[config.mk]
export PLATFORM = sky130hd
export DESIGN_NAME = lopca_locked_adder_pipe
export DESIGN_NICKNAME = d
export VERILOG_FILES = /design/src/rtl/lopca_pkg.sv /design/src/rtl/lopca_key_ctrl.sv /design/src/rtl/lopca_locked_adder_pipe.sv
export SDC_FILE = /design/constraint.sdc
export NUM_CORES = 1
export LEC_CHECK = 0
export CAP_MARGIN = 10
export CORE_ASPECT_RATIO = 2
export CORE_MARGIN = 1.5
export CORE_UTILIZATION = 45
export CTS_BUF_LIST = sky130_fd_sc_hd__clkbuf_8
export CTS_CLUSTER_DIAMETER = 30
export DETAILED_ROUTE_END_ITERATION = 10
export PLACE_DENSITY_LB_ADDON = 0.2
export SLEW_MARGIN = 30
export SYNTH_ARGS = -nofsm -noshare
export SYNTH_HDL_FRONTEND = slang
export SYNTH_SLANG_ARGS = --single-unit
[constraint.sdc]
create_clock -name clk_i -period 3.3 [get_ports clk_i]
set_input_delay 0.33 -clock clk_i [delete_from_list [all_inputs] [get_ports clk_i]]
set_output_delay 0.33 -clock clk_i [all_outputs]
set_load 0.005 [all_outputs]
[src/rtl/lopca_pkg.sv]
// Shared types and helpers for the locked lower-part-OR carry-lookahead adder.
// Group-level CLA primitive and key-difference folding used to build the corruption mask.
package lopca_pkg;

  localparam int MAX_KEY_W  = 64;
  localparam int MAX_MASK_W = 64;
  localparam int DEF_WIDTH  = 16;
  localparam int DEF_LOWER  = 4;
  localparam int NGROUPS    = (DEF_WIDTH - DEF_LOWER + 3) / 4;

  typedef struct packed {
    logic [3:0] sum;
    logic       g;
    logic       p;
  } cla_t;

  // Bit i of the key difference lands in mask bit (i mod width); zero-padding is implicit.
  function automatic logic [MAX_MASK_W-1:0] fold_mask(input logic [MAX_KEY_W-1:0] diff,
                                                      input int width);
    logic [MAX_MASK_W-1:0] m;
    m = '0;
    for (int i = 0; i < MAX_KEY_W; i++) begin
      m[6'(i % width)] = m[6'(i % width)] ^ diff[6'(i)];
    end
    return m;
  endfunction

  function automatic cla_t cla_group(input logic [3:0] a4, input logic [3:0] b4, input logic cin);
    logic [3:0] g;
    logic [3:0] p;
    logic [3:0] c;
    cla_t       r;
    g    = a4 & b4;
    p    = a4 ^ b4;
    c[0] = cin;
    c[1] = g[0] | (p[0] & cin);
    c[2] = g[1] | (p[1] & g[0]) | (p[1] & p[0] & cin);
    c[3] = g[2] | (p[2] & g[1]) | (p[2] & p[1] & g[0]) | (p[2] & p[1] & p[0] & cin);
    r.sum = p ^ c;
    r.g   = g[3] | (p[3] & g[2]) | (p[3] & p[2] & g[1]) | (p[3] & p[2] & p[1] & g[0]);
    r.p   = &p;
    return r;
  endfunction

endpackage

[src/rtl/lopca_key_ctrl.sv]
// Key register, wrong-key counter with sticky lockout, registered unlock flag and result mask.
// Key loads take effect the next cycle; unlocked_o follows key_reg one cycle later.
module lopca_key_ctrl
  import lopca_pkg::*;
#(
  parameter int               WIDTH       = 16,
  parameter int               KEY_W       = 32,
  parameter logic [KEY_W-1:0] CORRECT_KEY = 32'h1430BAF1,
  parameter int               MAX_FAIL    = 3
) (
  input  logic             clk_i,
  input  logic             rst_i,
  input  logic [KEY_W-1:0] keyinput_i,
  input  logic             key_load_i,
  output logic [WIDTH:0]   mask_o,
  output logic             unlocked_o,
  output logic             lockout_o
);

  localparam int            FW       = $clog2(MAX_FAIL + 1);
  localparam logic [FW-1:0] FAIL_SAT = FW'(MAX_FAIL);

  logic [KEY_W-1:0]      key_q, key_d;
  logic [FW-1:0]         fail_cnt_q, fail_cnt_d;
  logic                  lockout_q, lockout_d;
  logic                  unlocked_q, unlocked_d;
  logic [MAX_MASK_W-1:0] fold_full;
  logic                  unused_fold;

  always_comb begin
    key_d      = key_q;
    fail_cnt_d = fail_cnt_q;
    if (key_load_i && !lockout_q) begin
      key_d = keyinput_i;
      if (keyinput_i != CORRECT_KEY) begin
        if (fail_cnt_q != FAIL_SAT) fail_cnt_d = fail_cnt_q + 1'b1;
      end else begin
        fail_cnt_d = '0;
      end
    end
    lockout_d  = lockout_q || (fail_cnt_d == FAIL_SAT);
    unlocked_d = (key_q == CORRECT_KEY) && !lockout_q;
  end

  always_ff @(posedge clk_i) begin
    if (rst_i) begin
      key_q      <= '0;
      fail_cnt_q <= '0;
      lockout_q  <= 1'b0;
      unlocked_q <= 1'b0;
    end else begin
      key_q      <= key_d;
      fail_cnt_q <= fail_cnt_d;
      lockout_q  <= lockout_d;
      unlocked_q <= unlocked_d;
    end
  end

  assign fold_full   = fold_mask(MAX_KEY_W'(key_q ^ CORRECT_KEY), WIDTH + 1);
  assign unused_fold = ^fold_full[MAX_MASK_W-1:WIDTH+1];
  assign mask_o      = lockout_q ? '1 : fold_full[WIDTH:0];
  assign unlocked_o  = unlocked_q;
  assign lockout_o   = lockout_q;

endmodule

[src/rtl/lopca_locked_adder_pipe.sv]
// Key-locked approximate adder: OR on the low bits, 4-bit-group CLA above, result XOR-masked by key.
// Latency PIPE cycles, one result per cycle; stalls hold every stage, in_ready_o follows out_ready_i combinationally.
module lopca_locked_adder_pipe
  import lopca_pkg::*;
#(
  parameter int               WIDTH       = 16,
  parameter int               LOWER       = 4,
  parameter int               KEY_W       = 32,
  parameter logic [KEY_W-1:0] CORRECT_KEY = 32'h1430BAF1,
  parameter int               PIPE        = 2,
  parameter int               MAX_FAIL    = 3
) (
  input  logic             clk_i,
  input  logic             rst_i,
  input  logic [WIDTH-1:0] add1_i,
  input  logic [WIDTH-1:0] add2_i,
  input  logic             in_valid_i,
  output logic             in_ready_o,
  input  logic [KEY_W-1:0] keyinput_i,
  input  logic             key_load_i,
  output logic [WIDTH:0]   result_o,
  output logic             out_valid_o,
  input  logic             out_ready_i,
  output logic             unlocked_o,
  output logic             lockout_o
);

  localparam int UW   = WIDTH - LOWER;
  localparam int NGRP = (UW + 3) / 4;
  localparam int PW   = NGRP * 4;

  typedef struct packed {
    logic [PW-1:0]    a_hi;
    logic [PW-1:0]    b_hi;
    logic [LOWER-1:0] low;
    logic             cin;
    logic [NGRP-1:0]  g;
    logic [NGRP-1:0]  p;
    logic [WIDTH:0]   mask;
  } s1_t;

  logic [WIDTH:0] mask;
  s1_t            s1_new;
  s1_t            s1_use;
  cla_t           grp_pre [NGRP];
  cla_t           grp_fin [NGRP];
  logic [NGRP:0]  gc;
  logic [PW-1:0]  hsum;
  logic [PW:0]    hfull;
  logic [WIDTH:0] res_calc;
  logic           unused_grp;

  lopca_key_ctrl #(
    .WIDTH      (WIDTH),
    .KEY_W      (KEY_W),
    .CORRECT_KEY(CORRECT_KEY),
    .MAX_FAIL   (MAX_FAIL)
  ) u_key_ctrl (
    .clk_i     (clk_i),
    .rst_i     (rst_i),
    .keyinput_i(keyinput_i),
    .key_load_i(key_load_i),
    .mask_o    (mask),
    .unlocked_o(unlocked_o),
    .lockout_o (lockout_o)
  );

  // Front half: split operands and precompute per-group generate/propagate.
  always_comb begin
    s1_new      = '0;
    s1_new.a_hi = PW'(add1_i[WIDTH-1:LOWER]);
    s1_new.b_hi = PW'(add2_i[WIDTH-1:LOWER]);
    s1_new.low  = add1_i[LOWER-1:0] | add2_i[LOWER-1:0];
    s1_new.cin  = add1_i[LOWER-1] & add2_i[LOWER-1];
    s1_new.mask = mask;
    for (int g = 0; g < NGRP; g++) begin
      grp_pre[g]  = cla_group(s1_new.a_hi[4*g +: 4], s1_new.b_hi[4*g +: 4], 1'b0);
      s1_new.g[g] = grp_pre[g].g;
      s1_new.p[g] = grp_pre[g].p;
    end
  end

  // Back half: inter-group carries from G/P, then group sums with their real carry-in.
  always_comb begin
    gc    = '0;
    hsum  = '0;
    gc[0] = s1_use.cin;
    for (int g = 0; g < NGRP; g++) begin
      gc[g+1]        = s1_use.g[g] | (s1_use.p[g] & gc[g]);
      grp_fin[g]     = cla_group(s1_use.a_hi[4*g +: 4], s1_use.b_hi[4*g +: 4], gc[g]);
      hsum[4*g +: 4] = grp_fin[g].sum;
    end
    hfull    = {gc[NGRP], hsum};
    res_calc = {hfull[UW:0], s1_use.low} ^ s1_use.mask;
  end

  always_comb begin
    unused_grp = 1'b0;
    for (int g = 0; g < NGRP; g++) begin
      unused_grp = unused_grp ^ (^grp_pre[g].sum) ^ grp_fin[g].g ^ grp_fin[g].p;
    end
  end

  if (PIPE == 1) begin : g_pipe1
    logic           out_vld_q, out_vld_d;
    logic [WIDTH:0] res_q, res_d;
    logic           out_adv;

    assign s1_use     = s1_new;
    assign out_adv    = !out_vld_q || out_ready_i;
    assign in_ready_o = out_adv;

    always_comb begin
      out_vld_d = out_vld_q;
      res_d     = res_q;
      if (out_adv) begin
        out_vld_d = in_valid_i;
        if (in_valid_i) res_d = res_calc;
      end
    end

    always_ff @(posedge clk_i) begin
      if (rst_i) begin
        out_vld_q <= 1'b0;
        res_q     <= '0;
      end else begin
        out_vld_q <= out_vld_d;
        res_q     <= res_d;
      end
    end

    assign out_valid_o = out_vld_q;
    assign result_o    = res_q;
  end else begin : g_pipe2
    s1_t            s1_q, s1_d;
    logic           s1_vld_q, s1_vld_d;
    logic           out_vld_q, out_vld_d;
    logic [WIDTH:0] res_q, res_d;
    logic           out_adv;
    logic           accept;

    assign s1_use     = s1_q;
    assign out_adv    = !out_vld_q || out_ready_i;
    assign in_ready_o = !s1_vld_q || out_adv;
    assign accept     = in_valid_i && in_ready_o;

    always_comb begin
      s1_vld_d  = s1_vld_q;
      s1_d      = s1_q;
      out_vld_d = out_vld_q;
      res_d     = res_q;
      if (accept) begin
        s1_vld_d = 1'b1;
        s1_d     = s1_new;
      end else if (s1_vld_q && out_adv) begin
        s1_vld_d = 1'b0;
      end
      if (out_adv) begin
        out_vld_d = s1_vld_q;
        if (s1_vld_q) res_d = res_calc;
      end
    end

    always_ff @(posedge clk_i) begin
      if (rst_i) begin
        s1_q      <= '0;
        s1_vld_q  <= 1'b0;
        out_vld_q <= 1'b0;
        res_q     <= '0;
      end else begin
        s1_q      <= s1_d;
        s1_vld_q  <= s1_vld_d;
        out_vld_q <= out_vld_d;
        res_q     <= res_d;
      end
    end

    assign out_valid_o = out_vld_q;
    assign result_o    = res_q;
  end

endmodule
==> impl_metrics.env <==
export IMPL_outcome="completed"
export IMPL_core_sq_um=8950
export IMPL_yosys_area_top_type="dfxtp_1"
export IMPL_die_area_sq_um=9830
export IMPL_skew_ns=0.00969
export IMPL_synth_area_sq_um=4140
export IMPL_grt_remaining_overflow=0
export IMPL_drc=0
export IMPL_antenna_found_initial=0
export IMPL_cp_start_kind="input port"
export IMPL_htreeDepth=3
export IMPL_drv_cap=0
export IMPL_worst_path_stages=3
export IMPL_slew_headroom=0.462
export IMPL_r2r_cells=7
export IMPL_hold_viol_final=0
export IMPL_drive_above_1_share=0.0550
export IMPL_post_synth_num_cell_types=43
export IMPL_startpoint="out_ready_i"
export IMPL_synthCells=500
export IMPL_numCtsBuffers=9
export IMPL_crit_top_cell="clkdlybuf4s50_1"
export IMPL_drtIter0Drc=137
export IMPL_final_max_slew_viol_count=0
export IMPL_antenna_cells=0
export IMPL_yosys_top_cells_area="dfxtp_1 (44%), nand2_1 (12%), a21oi_1 (9.1%)"
export IMPL_end_kind="output port"
export IMPL_critical_path_slowest_cell="clkdlybuf4s50_1"
export IMPL_hpwl_um=7380
export IMPL_crit_fanout=3
export IMPL_drtPass1Iterations=4
export IMPL_worstHoldPathType="flop to flop"
export IMPL_clock_sinks=91
export IMPL_p_leak_nw=2.04
export IMPL_cts_tree="yes"
export IMPL_die_width_um=70.8
export IMPL_root_buffer="clkbuf_8"
export IMPL_die_h_um=139
export IMPL_ys_warn_count=0
export IMPL_final_antenna_net_count=0
export IMPL_min_period_ns=1.84
export IMPL_async_flop_share=0
export IMPL_cts_resized=0
export IMPL_fin_util=0.594
export IMPL_fmax_ghz=0.543
export IMPL_yosysSeqAreaShare=0.440
export IMPL_r2r_end="result_o[13]$_SDFFE_PP0P_"
export IMPL_drt_wl_total_um=9590
export IMPL_grt_max_degree=58
export IMPL_hold_buffers=0
export IMPL_cts_setup_buffers=0
export IMPL_synth_top_area_frac=0.440
export IMPL_wire_per_inst_um=14.0
export IMPL_synth_most_common_cell="nand2_1"
export IMPL_cts_buffer_depth=2
export IMPL_path_buf_inv=2
export IMPL_ys_seq_elements=91
export IMPL_crit_path_cell_trace="clkdlybuf4s50_1 > nand3b_1 > clkdlybuf4s50_1"
export IMPL_postSynthAreaPerCell_sq_um=8.29
export IMPL_rrSetupSlack_ns=1.49
export IMPL_crit_end="in_ready_o"
export IMPL_cp_arrival_ns=1.51
export IMPL_tns_ns=0
export IMPL_vdd_drop_max_uv=339
export IMPL_area_growth_pct=28.4
export IMPL_grt_use_total=0.199
export IMPL_start_util=0.463
export IMPL_ios=90
export IMPL_crit_family="buffers and inverters"
export IMPL_clk_latency_ns=0.37
export IMPL_worstMarginPinSlew_ns=0.808
export IMPL_grt_pass1_wl_um=15600
export IMPL_fin_nets=670
export IMPL_setup_viol=0
export IMPL_cp_required_ns=2.97
export IMPL_io_buffers=89
export IMPL_num_rows=49
export IMPL_grt_pass1_vias=3513
export IMPL_rr_startpoint="g_pipe2.s1_q[20]$_SDFFE_PP0P_"
export IMPL_rsz0062_at_grt="false"
export IMPL_powerDensity_nw_per_um2=468
export IMPL_cpPeakStageDelay_ns=0.52
export IMPL_routed_via_density=5.35
export IMPL_period_share=0.558
export IMPL_clk_pin_slew_worst_paths_ns=0.08
export IMPL_synth_edf_count=0
export IMPL_globalplace_congestion=0.870
export IMPL_synth_ff_type="dfxtp_1"
export IMPL_synth_fp_nets=593
export IMPL_synthTopCellsByCount="nand2_1 (135), dfxtp_1 (91), a21oi_1 (75)"
export IMPL_crit_type="input port to output port"
export IMPL_num_vias=3659
[sequential cells by signal, summed over array words and instances (netlist names)]
name                   cells
g_pipe2.s1_q              36
u_key_ctrl.lockout_o       1
u_key_ctrl.fail_cnt_q      2
u_key_ctrl.key_q          32
out_valid_o                1
u_key_ctrl.unlocked_o      1
g_pipe2.s1_vld_q           1
result_o                  17
[layout make-up]
type	count	area [sq um]
Fill cell	846	3630
Inverter	4	15.0
Sequential cell	91	1820
Tap cell	102	128
Clock inverter	7	116
Clock buffer	9	124
Multi-Input combinational cell	375	2180
Timing Repair Buffer	96	938
[worst reg2reg max path, stage by stage, from the launching register on]
cell,delay [ns]
dfxtp_1,0.35
a21oi_1,0.23
nand2_1,0.20
fa_1,0.42
xnor2_1,0.17
xnor2_1,0.13
nand2_1,0.07
a21oi_1,0.16
[per-layer routing]
layer	GRT usage	wire length (um)
met1	0.195	3580
met2	0.377	5320
met3	0.0429	343
met4	0.102	348
met5	0	0
[metrics by stage]
stage               hold WS, ns  cells  instance area, sq um  setup slack, ns  total power, W
floorplan                 0.397    500                  4140             1.74         0.00145
global placement          0.420    668                  5080             1.22         0.00162
detailed placement        0.426    668                  5080             1.13         0.00163
CTS                       0.433    684                  5320             1.45         0.00251
global route              0.457    684                  5320             1.31         0.00261
finish                    0.430    684                  5320             1.46         0.00249
[how the worst min path moves through the flow]
stage	cells past startpoint	slack, ns	startpoint	to
after floorplan	1	0.40	u_key_ctrl.key_q[8]$_SDFFE_PP0P_	u_key_ctrl.unlocked_o$_SDFF_PP0_
after global placement	1	0.42	u_key_ctrl.key_q[8]$_SDFFE_PP0P_	u_key_ctrl.unlocked_o$_SDFF_PP0_
after detailed placement	1	0.43	u_key_ctrl.key_q[8]$_SDFFE_PP0P_	u_key_ctrl.unlocked_o$_SDFF_PP0_
after CTS	1	0.43	u_key_ctrl.key_q[14]$_SDFFE_PP0P_	u_key_ctrl.unlocked_o$_SDFF_PP0_
after global routing	1	0.46	u_key_ctrl.key_q[8]$_SDFFE_PP0P_	u_key_ctrl.unlocked_o$_SDFF_PP0_
final	1	0.43	u_key_ctrl.key_q[8]$_SDFFE_PP0P_	u_key_ctrl.unlocked_o$_SDFF_PP0_
[report_power, final]
| group | total, W | internal (W) | switching (W) |
|---|---|---|---|
| Sequential | 0.00121 | 0.00117 | 0.0000457 |
| Clock | 0.000890 | 0.000501 | 0.000389 |
| Combinational | 0.000388 | 0.000205 | 0.000183 |
[cells in the final DEF (no fill, tap or decap), drive strengths merged, types with 2 or more instances in the layout]
cell,n
a211oi,13
a21o,4
a21oi,76
a31o,2
and4,4
buf,8
bufinv,3
clkbuf,9
clkdlybuf4s50,88
clkinv,3
dfxtp,91
fa,3
ha,21
inv,4
nand2,135
nand3,12
nand4,2
nand4b,3
nor2,26
nor2b,6
nor3,9
nor4,4
nor4b,7
nor4bb,2
o211ai,2
o21ai,6
or4b,2
xnor2,21
xor2,4
[cell families after synthesis]
kind of cell | share of synthesized area
DFF | 0.440
and+or+nand+nor | 0.239
adders and majority gates | 0.0779
xor gates and xnor gates | 0.0547
buffers and inverters | 0.0356
AOI/OAI and AO/OA | 0.153
No activity file was read; power rests on OpenSTA's default activity.
